<file path="config.mk">
export PLATFORM = sky130hd
export DESIGN_NAME = pipe_ctrl_flat
export DESIGN_NICKNAME = d
export VERILOG_FILES = /design/src/rtl/ctrl_pkg.sv /design/src/rtl/pipe_ctrl_if.sv /design/src/rtl/ctrl_decode.sv /design/src/rtl/pipe_ctrl.sv /design/src/flat_wrapper.sv
export SDC_FILE = /design/constraint.sdc
export NUM_CORES = 1
export LEC_CHECK = 0
export BUFFER_PORTS_ARGS = -buffer_cell sky130_fd_sc_hd__buf_2
export CAP_MARGIN = 30
export CORE_MARGIN = 3
export CORE_UTILIZATION = 34
export CTS_CLUSTER_DIAMETER = 60
export CTS_CLUSTER_SIZE = 25
export DETAILED_ROUTE_END_ITERATION = 8
export GPL_ROUTABILITY_DRIVEN = 0
export PLACE_DENSITY_LB_ADDON = 0.3
export SYNTH_ARGS = -nofsm -noshare
export SYNTH_HDL_FRONTEND = slang
export SYNTH_SLANG_ARGS = --single-unit
</file>
<file path="constraint.sdc">
create_clock -name clk_i -period 4.11 [get_ports clk_i]
set_input_delay 0.822 -clock clk_i [delete_from_list [all_inputs] [get_ports clk_i]]
set_output_delay 0.822 -clock clk_i [all_outputs]
set_load 0.005 [all_outputs]
</file>
<file path="src/rtl/ctrl_pkg.sv">
// Shared constants for the pipelined MIPS control unit: opcodes, control-bundle
// bit positions, field widths and the all-zero NOP bundle.
package ctrl_pkg;

  localparam int OP_W     = 6;
  localparam int REG_AW   = 5;
  localparam int CNT_W    = 16;
  localparam int BUNDLE_W = 8;

  localparam logic [OP_W-1:0] OP_RTYPE = 6'b000000;
  localparam logic [OP_W-1:0] OP_ADDI  = 6'b001000;
  localparam logic [OP_W-1:0] OP_LW    = 6'b100011;
  localparam logic [OP_W-1:0] OP_SW    = 6'b101011;
  localparam logic [OP_W-1:0] OP_BEQ   = 6'b000100;
  localparam logic [OP_W-1:0] OP_J     = 6'b000010;
  localparam logic [OP_W-1:0] OP_NOP   = 6'b111111;

  localparam int B_ALUSRC    = 0;
  localparam int B_ALUOP_LSB = 1;
  localparam int B_ALUOP_MSB = 2;
  localparam int B_REGDST    = 3;
  localparam int B_MEMREAD   = 4;
  localparam int B_MEMWRITE  = 5;
  localparam int B_REGWRITE  = 6;
  localparam int B_MEMTOREG  = 7;

  localparam logic [1:0] ALUOP_RTYPE = 2'b11;

  localparam logic [BUNDLE_W-1:0] NOP_BUNDLE = '0;

  // Instructions whose rt field is a source operand, so it can collide with a load target.
  function automatic logic reads_rt(input logic [OP_W-1:0] op);
    return (op == OP_RTYPE) || (op == OP_BEQ) || (op == OP_SW);
  endfunction

endpackage

</file>
<file path="src/rtl/pipe_ctrl_if.sv">
// ID-stage instruction slot presented by the IF/ID register to the control unit.
interface pipe_ctrl_if
  import ctrl_pkg::*;
  ();

  // valid_i qualifies op/rs/rt; there is no ready: back-pressure is returned as stall_o,
  // and flush_i kills the slot in the same cycle regardless of valid_i.
  logic              valid_i;
  logic [OP_W-1:0]   op_i;
  logic [REG_AW-1:0] rs_i;
  logic [REG_AW-1:0] rt_i;
  logic              flush_i;

  modport master (output valid_i, op_i, rs_i, rt_i, flush_i);
  modport slave  (input  valid_i, op_i, rs_i, rt_i, flush_i);

endinterface

</file>
<file path="src/rtl/ctrl_decode.sv">
// Combinational opcode decoder: 8-bit control bundle plus branch/jump/illegal flags.
module ctrl_decode
  import ctrl_pkg::*;
(
  input  logic [OP_W-1:0]     op_i,
  output logic [BUNDLE_W-1:0] bundle_o,
  output logic                branch_o,
  output logic                jump_o,
  output logic                illegal_o
);

  always_comb begin
    bundle_o  = NOP_BUNDLE;
    branch_o  = 1'b0;
    jump_o    = 1'b0;
    illegal_o = 1'b0;
    case (op_i)
      OP_RTYPE: begin
        bundle_o[B_ALUOP_MSB:B_ALUOP_LSB] = ALUOP_RTYPE;
        bundle_o[B_REGDST]                = 1'b1;
        bundle_o[B_REGWRITE]              = 1'b1;
      end
      OP_ADDI: begin
        bundle_o[B_ALUSRC]   = 1'b1;
        bundle_o[B_REGWRITE] = 1'b1;
      end
      OP_LW: begin
        bundle_o[B_ALUSRC]   = 1'b1;
        bundle_o[B_MEMREAD]  = 1'b1;
        bundle_o[B_REGWRITE] = 1'b1;
        bundle_o[B_MEMTOREG] = 1'b1;
      end
      OP_SW: begin
        bundle_o[B_ALUSRC]   = 1'b1;
        bundle_o[B_MEMWRITE] = 1'b1;
      end
      OP_BEQ:  branch_o = 1'b1;
      OP_J:    jump_o   = 1'b1;
      OP_NOP:  ;
      default: illegal_o = 1'b1;
    endcase
  end

endmodule

</file>
<file path="src/rtl/pipe_ctrl.sv">
// Pipelined control unit: ID decode, load-use stall, bubble insertion and the
// ID/EX, EX/MEM, MEM/WB control registers. Counters built with CTRL_PERF_CNT_EN.
module pipe_ctrl
  import ctrl_pkg::*;
(
  input  logic              clk_i,
  input  logic              rst_i,
  pipe_ctrl_if.slave        id,
  output logic              branch_o,
  output logic              jump_o,
  output logic              stall_o,
  output logic [3:0]        ex_ctrl_o,
  output logic [1:0]        mem_ctrl_o,
  output logic [1:0]        wb_ctrl_o,
  output logic              illegal_o
`ifdef CTRL_PERF_CNT_EN
  ,
  output logic [CNT_W-1:0]  stall_cnt_o,
  output logic [CNT_W-1:0]  flush_cnt_o
`endif
);

  logic [BUNDLE_W-1:0] dec_bundle;
  logic                dec_branch;
  logic                dec_jump;
  logic                dec_illegal;

  ctrl_decode u_decode (
    .op_i      (id.op_i),
    .bundle_o  (dec_bundle),
    .branch_o  (dec_branch),
    .jump_o    (dec_jump),
    .illegal_o (dec_illegal)
  );

  logic [BUNDLE_W-1:0] idex_q, idex_d;
  logic [REG_AW-1:0]   idex_rt_q, idex_rt_d;
  logic                idex_ill_q, idex_ill_d;
  logic [3:0]          exmem_q;
  logic [1:0]          memwb_q;
  logic                hazard;
  logic                bubble;

  assign hazard = id.valid_i & idex_q[B_MEMREAD] & (idex_rt_q != '0)
                & ((idex_rt_q == id.rs_i) | ((idex_rt_q == id.rt_i) & reads_rt(id.op_i)));

  assign stall_o = hazard & ~id.flush_i;
  assign bubble  = ~id.valid_i | stall_o | id.flush_i;

  assign branch_o = dec_branch & id.valid_i & ~stall_o & ~id.flush_i;
  assign jump_o   = dec_jump   & id.valid_i & ~stall_o & ~id.flush_i;

  always_comb begin
    idex_d     = NOP_BUNDLE;
    idex_rt_d  = '0;
    idex_ill_d = 1'b0;
    if (!bubble) begin
      idex_d     = dec_bundle;
      idex_rt_d  = id.rt_i;
      idex_ill_d = dec_illegal;
    end
  end

  // The stall bubble clears ID/EX MemRead, which is what bounds a load-use stall to one cycle.
  always_ff @(posedge clk_i) begin
    if (rst_i) begin
      idex_q     <= NOP_BUNDLE;
      idex_rt_q  <= '0;
      idex_ill_q <= 1'b0;
      exmem_q    <= '0;
      memwb_q    <= '0;
    end else begin
      idex_q     <= idex_d;
      idex_rt_q  <= idex_rt_d;
      idex_ill_q <= idex_ill_d;
      exmem_q    <= idex_q[B_MEMTOREG:B_MEMREAD];
      memwb_q    <= exmem_q[3:2];
    end
  end

  assign ex_ctrl_o  = idex_q[B_REGDST:B_ALUSRC];
  assign mem_ctrl_o = exmem_q[1:0];
  assign wb_ctrl_o  = memwb_q;
  assign illegal_o  = idex_ill_q;

`ifdef CTRL_PERF_CNT_EN
  logic [CNT_W-1:0] stall_cnt_q, stall_cnt_d;
  logic [CNT_W-1:0] flush_cnt_q, flush_cnt_d;

  always_comb begin
    stall_cnt_d = stall_cnt_q;
    flush_cnt_d = flush_cnt_q;
    if (stall_o && (stall_cnt_q != '1))
      stall_cnt_d = stall_cnt_q + 1'b1;
    if (id.flush_i && id.valid_i && (flush_cnt_q != '1))
      flush_cnt_d = flush_cnt_q + 1'b1;
  end

  always_ff @(posedge clk_i) begin
    if (rst_i) begin
      stall_cnt_q <= '0;
      flush_cnt_q <= '0;
    end else begin
      stall_cnt_q <= stall_cnt_d;
      flush_cnt_q <= flush_cnt_d;
    end
  end

  assign stall_cnt_o = stall_cnt_q;
  assign flush_cnt_o = flush_cnt_q;
`endif

endmodule
</file>
<file path="src/flat_wrapper.sv">
// flat-port wrapper written by rule: the top's interface ports become plain ports
module pipe_ctrl_flat import ctrl_pkg::*;
  (clk_i, rst_i, branch_o, jump_o, stall_o, ex_ctrl_o, mem_ctrl_o, wb_ctrl_o, illegal_o, id_valid_i, id_op_i, id_rs_i, id_rt_i, id_flush_i);
  pipe_ctrl_if id_i ();
  input  logic clk_i;
  input  logic rst_i;
  output logic branch_o;
  output logic jump_o;
  output logic stall_o;
  output logic [3:0] ex_ctrl_o;
  output logic [1:0] mem_ctrl_o;
  output logic [1:0] wb_ctrl_o;
  output logic illegal_o;
  input wire logic [$bits(id_i.valid_i)-1:0] id_valid_i;
  input wire logic [$bits(id_i.op_i)-1:0] id_op_i;
  input wire logic [$bits(id_i.rs_i)-1:0] id_rs_i;
  input wire logic [$bits(id_i.rt_i)-1:0] id_rt_i;
  input wire logic [$bits(id_i.flush_i)-1:0] id_flush_i;
  assign id_i.valid_i = id_valid_i;
  assign id_i.op_i = id_op_i;
  assign id_i.rs_i = id_rs_i;
  assign id_i.rt_i = id_rt_i;
  assign id_i.flush_i = id_flush_i;
  pipe_ctrl u_core (.clk_i(clk_i), .rst_i(rst_i), .id(id_i), .branch_o(branch_o), .jump_o(jump_o), .stall_o(stall_o), .ex_ctrl_o(ex_ctrl_o), .mem_ctrl_o(mem_ctrl_o), .wb_ctrl_o(wb_ctrl_o), .illegal_o(illegal_o));
endmodule
</file>
# Word-level counts from Yosys, hierarchy flattened
# Cells that the tools add are included.
op_classes:
  n_eq_ne: 8
  mux: 8
  bitwise: 17
  reduce_logical: 8
op_table:
  columns: ["cell", "n"]
  rows:
  - ["equality test 6 bit, second input constant", 3]
  - ["AND 1 bit", 11]
  - ["equality test 5 bit", 2]
  - ["2-to-1 mux 1 bit", 7]
  - ["OR reduction 7 bit", 1]
  - ["equality test 6 x 2 -> 1 bit, second input constant", 1]
  - ["equality test 6 x 3 -> 1 bit, second input constant", 1]
  - ["equality test 6 x 4 -> 1 bit, second input constant", 1]
  - ["zero test 6 bit", 1]
  - ["OR reduction 3 bit", 2]
  - ["nonzero test 5 bit", 1]
  - ["2-to-1 mux 3 bit", 1]
  - ["NOT 1 bit", 3]
  - ["OR 1 bit", 3]
  - ["logical OR 1 bit", 2]
  - ["OR reduction 2 bit", 1]
word_totals:
  register_bits: 20
  inputBits: 20
  output_inout_bits: 12
  word_cells: 46

# Longest topological paths before layout
# Gate-level depths: netlist (run 1).
logic_depth:
  ltp_word: 10
  mapped_depth: 6
  ltp_nobuf: 4

# Cells and area by module
# From an unflattened synthesis (run 1), not the netlist that was laid out.
hier_totals:
  hier_cells: 118
  hier_area_um2: 1092.3
by_module_without_submodules:
  columns: ["module", "instances", "cells_per_inst", "area_each_um2", "seq_area_each_um2"]
  rows:
  - ["pipe_ctrl", 1, 95, 913.4, 400.4]
  - ["ctrl_decode", 1, 23, 178.9, 0.0]

# Worst setup path before layout (run 1)
# OpenSTA, ideal clock, no wires.
synth_timing:
  path_type: "input to output"
  from: "input port id_op_i[3]"
  to: "output port stall_o"
  t_arrival_ns: 1.808
  required_time_ns: 3.288
  slack_ns: 1.480
  path_stages: 5
  n_path_buf: 1
  cell_sequence: "clkbuf_1 -> nor4_1 -> a31oi_1 -> nor4_1 -> or2_2"
synth_via:
  elab_chain_cells: 7
  elab_cells_between_ends: 9
  classes_between: "2 x eq/ne; 4 x bitwise; 3 x reduce/logical"
synth_rtl:
  columns: ["element", "line", "rtl"]
  rows:
  - ["start, declared", "flat_wrapper.sv:15", "input wire logic [$bits(id_i.op_i)-1:0] id_op_i;"]
  - ["equality test 6 x 3 -> 1 bit / zero test 6 bit (equally long branches)", "ctrl_pkg.sv:33", "return (op == OP_RTYPE) || (op == OP_BEQ) || (op == OP_SW);"]
  - ["logical OR 1 bit", "ctrl_pkg.sv:33", null]
  - ["logical OR 1 bit *", "ctrl_pkg.sv:33", null]
  - ["AND 1 bit *", "pipe_ctrl.sv:45", "& ((idex_rt_q == id.rs_i) | ((idex_rt_q == id.rt_i) & reads_rt(id.op_i)));"]
  - ["OR 1 bit *", "pipe_ctrl.sv:45", null]
  - ["AND 1 bit *", "pipe_ctrl.sv:45", null]
  - ["AND 1 bit *", "pipe_ctrl.sv:47", "assign stall_o = hazard & ~id.flush_i;"]
  - ["end, declared", "flat_wrapper.sv:9", "output logic stall_o;"]
# Every way passes the cells marked *; elsewhere a longest branch is shown, timed or not.

# Worst setup path in the final report (run 1)
layout_timing:
  from: "input port id_flush_i"
  to: "output port stall_o"
layout_via:
  elab_chain_cells: 2
layout_rtl:
  columns: ["element", "line", "rtl"]
  rows:
  - ["start, declared", "flat_wrapper.sv:18", "input wire logic [$bits(id_i.flush_i)-1:0] id_flush_i;"]
  - ["NOT 1 bit", "pipe_ctrl.sv:47", null]
  - ["AND 1 bit", "pipe_ctrl.sv:47", null]
# No other way between the ends.

==> results of run 1 <==
==> metal layers <==
metal / vias up / GRT usage / share of wire
met2: 24 / 0.188 / 0.48
li1: 358 / - / -
met3: 2 / 0.0506 / 0.080
met5: - / 0 / 0
met4: 0 / 0.0232 / 0.0043
met1: 309 / 0.122 / 0.43
==> registers in the layout (all words and copies together) (netlist names) <==
name / flops
u_core.wb_ctrl_o: 2
u_core.exmem_q: 3
u_core.idex_q: 5
u_core.idex_rt_q: 5
u_core.illegal_o: 1
==> power by group <==
part,switching [W],leakage (nW),internal (W),total (W)
logic,0.0000199,0.272,0.0000193,0.0000392
clock network,0.0000501,0.0210,0.0000539,0.000104
registers,0.00000176,0.129,0.000157,0.000159
total,0.0000717,0.422,0.000230,0.000302
==> synthesized netlist by cell type (2+ instances only) <==
library cell / n
dfxtp_1: 16
xnor2_1: 9
nor2b_1: 8
buf_4: 6
nor3_2: 5
nor3b_2: 5
nand2_1: 4
nor3_1: 4
nand4_1: 3
nor2_1: 3
nor4_1: 3
and3_1: 2
buf_6: 2
o21ai_0: 2
==> per-stage QoR <==
step                      setup slack, ps  total power [W]
after detailed placement             1130         0.000202
final                                1150         0.000302
after CTS                            1120         0.000306
after global routing                  998         0.000318
after floorplan                      1480         0.000186
after global placement               1200         0.000201
==> cell families after synthesis <==
logic type	after synthesis
adders and majority gates	1
AOI/OAI and AO/OA	7
buffers and inverters	11
and+or+nand+nor	43
DFF	16
xor gates and xnor gates	10
==> final cells by class <==
type	count	area, sq um	share of cell area
Timing Repair Buffer	33	170	0.163
Inverter	1	3.75	0.00359
Tap cell	28	35.0	0.0335
Multi-Input combinational cell	61	480	0.459
Clock buffer	4	36.3	0.0347
Sequential cell	16	320	0.306
==> worst paths after layout <==
| kind | startpoint | end | slack, ps | cells after the start |
|---|---|---|---|---|
| max | id_flush_i | stall_o | 1150 | 6 |
| min | u_core.idex_q[5] | u_core.exmem_q[1] | 440 | 1 |
| max reg2reg | u_core.idex_rt_q[0] | u_core.idex_q[0] | 2180 | 5 |
| min reg2reg | u_core.idex_q[5] | u_core.exmem_q[1] | 440 | 1 |
==> worst max-delay path: cells and delay by family <==
kind | cells | cell delay (ps)
buffers and inverters | 2 | 190
and+or+nand+nor | 3 | 970
AOI/OAI and AO/OA | 1 | 160
==> flow_metrics.py, run 1 <==
metrics = {
    "drt": {
        "vias_per_cell": 4.85,
        "drtAntennaViolNets": 0,
        "drtPass1Iterations": 1,
        "drc_errors": 0,
        "vias": 693,
        "totalWireLength_um": 1640,
        "drt-initial-drc-count": 0,
        "wl_per_cell_um": 11.5,
    },
    "floorplan": {
        "die_h_um": 56.9,
        "rows": 17,
        "die_area_sq_mm": 0.00324,
        "coreArea_sq_mm": 0.00234,
        "start_util": 0.376,
        "io_pins": 32,
        "fp.dieW_um": 56.9,
    },
    "place": {
        "place_inst": 139,
        "dp_hpwl_um": 1320,
        "dpl_cell_area_sq_mm": 0.00101,
        "port_buffers": 31,
    },
    "synth": {
        "synth_edf_count": 0,
        "ys_seq_elements": 16,
        "yosysTopAreaCell": "dfxtp_1",
        "synthSimpleGateAreaFrac": 0.358,
        "syn_nets": 108,
        "synth.area.top_cells": "dfxtp_1 36%, xnor2_1 8.9%, nor3b_2 7.1%",
        "synth_flop_cell": "dfxtp_1",
        "synthArstFlopShare": 0,
        "synth_compound_area_frac": 0.0767,
        "syn-cell-area_sq_um": 881,
        "synth_xor_area_frac": 0.0994,
        "postSynthAreaPerCell_sq_um": 10.0,
        "synth_cell_types": 30,
        "synth_fa_ha_area_frac": 0.0114,
        "synth_top_family_by_area": "simple AND/OR/NAND/NOR gates",
        "muxShareOfSynthArea": 0,
        "yosysSeqAreaShare": 0.364,
        "synth_top_cell_area_share": 0.364,
        "synthCells": 88,
        "yosys_warnings": 0,
    },
    "global_route": {
        "antenna_found_initial": 0,
        "overflow": 0,
        "grt_pass1_wl_um": 2760,
        "grt_max_degree": 10,
        "grt_pass1_vias": 656,
        "track_usage": 0.109,
    },
    "timing": {
        "period_minus_slack_ps": 2960,
        "finalHoldViolations": 0,
        "drv_slew": 0,
        "skew_ps": 9.74,
        "rsz0062_at_grt": "no",
        "tns_ps": 0,
        "setup_viol": 0,
        "worst_slew_pin_slew_ps": 760,
        "slew_headroom": 0.489,
        "max_freq_mhz": 338,
        "whs_ps": 441,
        "post-route-period-util": 0.720,
    },
    "clock_tree": {
        "cts_buffer_depth": 2,
        "cts_buffers": 3,
        "clkTransAtPathRegs_ps": 90,
        "root_buffer": "clkbuf_4",
        "cts_sinks": 16,
        "cts_tree": "yes",
        "cts_resized": 0,
        "cts_setup_buffers": 0,
        "clock_latency_ps": 290,
        "cts_hold_buf": 0,
        "htreeDepth": 1,
    },
    "setup_path": {
        "startpoint_type": "input port",
        "path_cells": "buf_2 > nor2b_1 > o211ai_4 > nor4_1 > or2_2 > buf_2",
        "path_class": "in2out",
        "slowest_stage": "nor4_1",
        "cp_data_arrival_time_ps": 2140,
        "crit_path_end_kind": "output port",
        "worstPathRequired_ps": 3290,
        "critPathMostFrequentCell": "buf_2",
        "path_max_fanout": 4,
        "max_stage_delay_ps": 470,
    },
    "layout": {
        "antennaDiodeCount": 0,
        "syn2layout_area_growth_pct": 18.7,
        "final_nets": 136,
        "design_area_sq_mm": 0.00105,
        "finalCoreUtilization": 0.447,
        "fill_cells": 252,
        "final_common_cell": "buf_2",
        "layout_common_cells": "31 x buf_2, 16 x dfxtp_1, 9 x xnor2_1",
        "stdcell_count": 143,
        "drive_gt1_frac": 0.461,
    },
    "outcome": {
        "status": "finished clean",
    },
    "pwr": {
        "ir_drop_uv": 196,
        "p_leak_nw": 0.422,
        "p_per_area_mw_per_mm2": 289,
    },
    "job": {
        "maxCapViolations": 0,
    },
    "min_path": {
        "hold_class": "reg2reg",
    },
}
(Power assumes the default switching activity.)
==> run 2, diff against run 1 <==
--- a/config.mk
+++ b/config.mk
@@ -5,6 +5,7 @@
 export SDC_FILE = /design/constraint.sdc
 export NUM_CORES = 1
 export LEC_CHECK = 0
+export ABC_AREA = 1
 export BUFFER_PORTS_ARGS = -buffer_cell sky130_fd_sc_hd__buf_2
 export CAP_MARGIN = 30
 export CORE_MARGIN = 3
==> constraint.sdc (replaced) <==
create_clock -name clk_i -period 2.9 [get_ports clk_i]
set_input_delay 0.58 -clock clk_i [delete_from_list [all_inputs] [get_ports clk_i]]
set_output_delay 0.58 -clock clk_i [all_outputs]
set_load 0.005 [all_outputs]
==> flow_metrics.py, run 2 <==
metrics = {
    "drt": {
        "drtPass1Iterations": 4,
        "drtAntennaViolNets": 0,
        "drt-initial-drc-count": 6,
        "vias_per_cell": 4.27,
        "drc_errors": 0,
        "wl_per_cell_um": 9.05,
        "totalWireLength_um": 1530,
        "vias": 721,
    },
    "synth": {
        "ys_seq_elements": 16,
        "yosys_warnings": 0,
        "postSynthAreaPerCell_sq_um": 7.24,
        "yosysSeqAreaShare": 0.391,
        "synth_cell_types": 18,
        "synth_flop_cell": "dfxtp_1",
        "syn-cell-area_sq_um": 818,
        "yosysMostFrequentCell": "inv_1",
        "yosys-top-cells-count": "21 x inv_1, 17 x nor2_1, 16 x dfxtp_1, 12 x nand2_1, 11 x nor2_2",
        "synth.area.top_cells": "dfxtp_1 39%, inv_1 9.6%, nor2_2 8.4%",
        "synth_top_cell_area_share": 0.391,
        "synth_edf_count": 0,
        "yosysTopAreaCell": "dfxtp_1",
        "synthArstFlopShare": 0,
        "synthCells": 113,
        "syn_nets": 133,
    },
    "layout": {
        "final_nets": 162,
        "final_common_cell": "buf_2",
        "drive_gt1_frac": 0.369,
        "antennaDiodeCount": 0,
        "top_regs": "u_core.idex_q (5), u_core.idex_rt_q (5), u_core.exmem_q (3)",
        "syn2layout_area_growth_pct": 20.8,
        "layout_common_cells": "31 x buf_2, 21 x inv_1, 17 x nor2_1",
    },
    "setup_path": {
        "max_stage_delay_ps": 170,
        "path_cells": "buf_2 > nor2_1 > nand3_1 > nand2_1 > nand2_1 > o21ai_2 > nand2_2 > nand2_1 > nor2_1 > buf_2",
        "worstPathRequired_ps": 2320,
        "cp_data_arrival_time_ps": 1580,
        "r2r_slack_ps": 1520,
        "crit_path_end_kind": "output port",
        "crit_family": "simple AND/OR/NAND/NOR gates",
        "path_class": "in2out",
        "path_max_fanout": 3,
        "slowest_stage": "nor2_1",
        "critPathMostFrequentCell": "nand2_1",
        "critical_path_buf_inv_count": 2,
        "startpoint_type": "input port",
    },
    "global_route": {
        "grt_max_degree": 12,
        "overflow": 0,
        "track_usage": 0.111,
        "grt_pass1_vias": 586,
        "antenna_found_initial": 0,
        "grt_pass1_wl_um": 2320,
        "gr-usage-met2": 0.163,
        "grt_use_met1": 0.141,
        "use_met3": 0.0161,
        "busiest_layer": "met2",
    },
    "floorplan": {
        "die_h_um": 55.1,
        "rows": 17,
        "io_pins": 32,
        "start_util": 0.363,
        "fp.dieW_um": 55.1,
        "die_area_sq_mm": 0.00303,
        "coreArea_sq_mm": 0.00225,
    },
    "timing": {
        "worst_slew_pin_slew_ps": 322,
        "setup_viol": 0,
        "skew_ps": 1.48,
        "finalHoldViolations": 0,
        "whs_ps": 408,
        "drv_slew": 0,
        "post-route-period-util": 0.746,
        "tns_ps": 0,
        "period_minus_slack_ps": 2160,
        "slew_headroom": 0.785,
        "rsz0062_at_grt": "no",
        "max_freq_mhz": 462,
    },
    "clock_tree": {
        "cts_buffer_depth": 2,
        "clkTransAtPathRegs_ps": 90,
        "htreeDepth": 1,
        "cts_sinks": 16,
        "cts_tree": "yes",
        "clock_latency_ps": 290,
        "cts_buffers": 3,
        "root_buffer": "clkbuf_4",
        "cts_hold_buf": 0,
        "cts_resized": 0,
        "cts_setup_buffers": 0,
    },
    "job": {
        "maxCapViolations": 0,
    },
    "outcome": {
        "status": "finished clean",
    },
    "min_path": {
        "hold_class": "reg2reg",
    },
    "pwr": {
        "ir_drop_uv": 157,
        "p_per_area_mw_per_mm2": 429,
        "p_leak_nw": 0.514,
    },
    "place": {
        "dp_hpwl_um": 1260,
        "port_buffers": 31,
    },
}
## run 2: changes by cell type in the layout (fill, tap and decap cells not counted), sizes merged, moves of 3 or more
cell / delta
nor2: +25
inv: +22
nand3: +11
nand2: +9
nor2b: -8
nor3: -8
nor3b: -5
xnor2: -5
nor4: -4
o21ai: +3
## run 2: path summary, 6_finish.rpt
check / start / end / depth (start not counted)
max reg2reg: u_core.idex_rt_q[1] / u_core.idex_q[5] / 8
min reg2reg: u_core.idex_q[6] / u_core.exmem_q[2] / 2
max: id_op_i[4] / jump_o / 10
min: u_core.idex_q[6] / u_core.exmem_q[2] / 2
## run 2: tightest hold or removal path, cell delays in order, from the launching register on
cell,delay [ps]
dfxtp_1,310
inv_1,40
nor2_1,30
## run 2: cell families after synthesis
logic type | share of synthesized area
AO/OA/AOI/OAI | 0.0459
AND/OR/NAND/NOR | 0.324
XOR/XNOR | 0.0642
flip-flops | 0.391
buffers and inverters | 0.174
## run 2: power breakdown
| part | internal [W] | switching (W) | total [W] | leakage [nW] |
|---|---|---|---|---|
| sequential | 0.000222 | 0.00000192 | 0.000224 | 0.129 |
| clock | 0.0000765 | 0.0000731 | 0.000150 | 0.0210 |
| combinational | 0.0000220 | 0.0000284 | 0.0000505 | 0.364 |
| total | 0.000321 | 0.000103 | 0.000424 | 0.514 |
## run 2: through the flow
| step | instances | cell area, sq um | utilization | setup slack, ps | power [W] |
|---|---|---|---|---|---|
| floorplan | 113 | 818 | - | 1080 | 0.000258 |
| global placement | 165 | 952 | 0.422 | 791 | 0.000279 |
| detailed placement | 165 | 952 | 0.422 | 737 | 0.000280 |
| CTS | 169 | 988 | 0.438 | 734 | 0.000428 |
| global route | 169 | 988 | 0.438 | 642 | 0.000442 |
| finish | 169 | 988 | 0.438 | 737 | 0.000424 |
## run 2: area by class of cell
class / count / area [sq um]
multi-input combinational: 67 / 355
timing repair buffer: 31 / 155
sequential: 16 / 320
inverter: 23 / 86.3
fill: 253 / 1270
clock buffer: 4 / 36.3
tap: 28 / 35.0
## run 2: per-layer routing
metal / vias to the layer above / share of wire / wire [um]
li1: 393 / - / -
met1: 297 / 0.48 / 739
met2: 26 / 0.40 / 608
met3: 5 / 0.085 / 130
met4: 0 / 0.034 / 52
met5: - / 0 / 0
==> run 3, diff against run 2 <==
--- a/config.mk
+++ b/config.mk
@@ -5,7 +5,7 @@
 export SDC_FILE = /design/constraint.sdc
 export NUM_CORES = 1
 export LEC_CHECK = 0
-export ABC_AREA = 1
+export ABC_AREA = 0
 export BUFFER_PORTS_ARGS = -buffer_cell sky130_fd_sc_hd__buf_2
 export CAP_MARGIN = 30
 export CORE_MARGIN = 3
==> constraint.sdc (replaced) <==
create_clock -name clk_i -period 2.1 [get_ports clk_i]
set_input_delay 0.42 -clock clk_i [delete_from_list [all_inputs] [get_ports clk_i]]
set_output_delay 0.42 -clock clk_i [all_outputs]
set_load 0.005 [all_outputs]
==> flow_metrics.py, run 3 (synthesized netlist as in run 1, its figures left out) <==
metrics = {
    "outcome": {
        "status": "finished with violations",
        "violations": "setup timing",
    },
    "global_route": {
        "grt_max_degree": 10,
        "grt_pass1_wl_um": 3020,
        "antenna_found_initial": 0,
        "overflow": 0,
        "grt_pass1_vias": 723,
        "track_usage": 0.119,
    },
    "layout": {
        "finalCoreUtilization": 0.498,
        "drive_gt1_frac": 0.548,
        "final_nets": 147,
        "antennaDiodeCount": 0,
        "syn2layout_area_growth_pct": 32.4,
        "stdcell_count": 154,
        "layout_common_cells": "30 x buf_2, 14 x dfxtp_1, 13 x buf_4",
        "top_regs": "u_core.idex_q (5), u_core.idex_rt_q (5), u_core.exmem_q (3)",
        "final_common_cell": "buf_2",
    },
    "timing": {
        "worst_slew_pin_slew_ps": 439,
        "tns_ps": -312,
        "worst_slack_ps": -145,
        "setup_viol": 3,
        "max_freq_mhz": 445,
        "slew_headroom": 0.704,
        "period_minus_slack_ps": 2250,
        "skew_ps": 7.86,
        "rsz0062_at_grt": "yes",
        "post-route-period-util": 1.07,
        "drv_slew": 0,
        "finalHoldViolations": 0,
    },
    "setup_path": {
        "cp_data_arrival_time_ps": 1830,
        "path_class": "reg2out",
        "reg2regPathDepth": 6,
        "crit_path_end_kind": "output port",
        "path_max_fanout": 3,
        "startpoint_type": "register",
        "worstPathRequired_ps": 1680,
    },
    "clock_tree": {
        "clkTransAtPathRegs_ps": 90,
        "clock_latency_ps": 290,
        "cts_buffers": 3,
        "cts_sinks": 16,
        "root_buffer": "clkbuf_4",
        "cts_hold_buf": 0,
        "cts_buffer_depth": 2,
        "htreeDepth": 1,
        "cts_tree": "yes",
    },
    "floorplan": {
        "rows": 17,
        "io_pins": 32,
        "start_util": 0.376,
        "die_area_sq_mm": 0.00324,
        "coreArea_sq_mm": 0.00234,
        "die_h_um": 56.9,
        "fp.dieW_um": 56.9,
    },
    "pwr": {
        "ir_drop_uv": 408,
        "power_w": 0.000598,
        "p_leak_nw": 0.486,
        "p_per_area_mw_per_mm2": 513,
    },
    "drt": {
        "drtPass1Iterations": 4,
        "drtAntennaViolNets": 0,
        "drc_errors": 0,
        "totalWireLength_um": 1770,
        "vias": 748,
        "drt-initial-drc-count": 13,
        "vias_per_cell": 4.86,
        "wl_per_cell_um": 11.5,
    },
    "min_path": {
        "hold_class": "in2reg",
        "min_path_cells": 2,
    },
    "place": {
        "pre_cts_ws_ps": -10.5,
        "dp_hpwl_um": 1440,
        "port_buffers": 31,
        "place_inst": 151,
    },
    "job": {
        "maxCapViolations": 0,
    },
}
-- run 3: cell count changes in the layout (fill, tap and decap cells not counted), sizes merged, moves of 3 or more --
cell,previous run,this run
nor2,28,3
inv,23,1
nand3,12,1
buf,31,44
nor3b,0,5
xnor2,4,9
nor3,1,9
nor4,0,4
nor2b,0,8
o21ai,5,2
nand2,13,4
-- run 3: critical path, stage by stage, from the launching register on --
cell and delay (ps):
dfxtp_2 330, or4_4 540, o211ai_4 230, nor4_4 70, or2_4 260, buf_6 110
-- run 3: per-stage QoR --
stage	area (sq um)	hold slack (ps)
final	1170	362
after global routing	1170	353
after CTS	1160	355
after detailed placement	1100	425
after global placement	1100	418
after floorplan	881	414
-- run 3: repair_timing --
item / 4_1_cts / 5_1_grt
gates cloned: 0 / 0
setup buffers: 1 / 0
setup endpoints to repair: 3 / 3
gates resized for setup: 7 / 1
pin swaps: 5 / 3
-- run 3: cell type report --
cell class | instances | area, sq um
fill | 228 | 1170
multi-input combinational | 61 | 509
sequential | 16 | 323
timing repair buffer | 44 | 259
clock buffer | 4 | 36.3
tap | 28 | 35.0
inverter | 1 | 3.75
-- run 3: worst paths after layout --
| path | start | endpoint | slack (ps) |
|---|---|---|---|
| setup / recovery | u_core.idex_rt_q[2] | stall_o | -150 |
| hold / removal | rst_i | u_core.exmem_q[0] | 360 |
| setup reg to reg | u_core.idex_rt_q[2] | u_core.idex_q[0] | 230 |
| hold reg to reg | u_core.idex_q[5] | u_core.exmem_q[1] | 440 |
-- run 3: per-layer routing --
| layer | track usage | routed length, um |
|---|---|---|
| met1 | 0.139 | 750 |
| met2 | 0.194 | 870 |
| met3 | 0.0460 | 134 |
| met4 | 0.0497 | 17 |
| met5 | 0 | 0 |
-- run 3: power breakdown --
group	total, W	switching (W)	internal [W]	leakage (nW)
clock network	0.000198	0.0000927	0.000106	0.0210
registers	0.000309	0.00000232	0.000307	0.130
logic	0.0000900	0.0000447	0.0000453	0.335
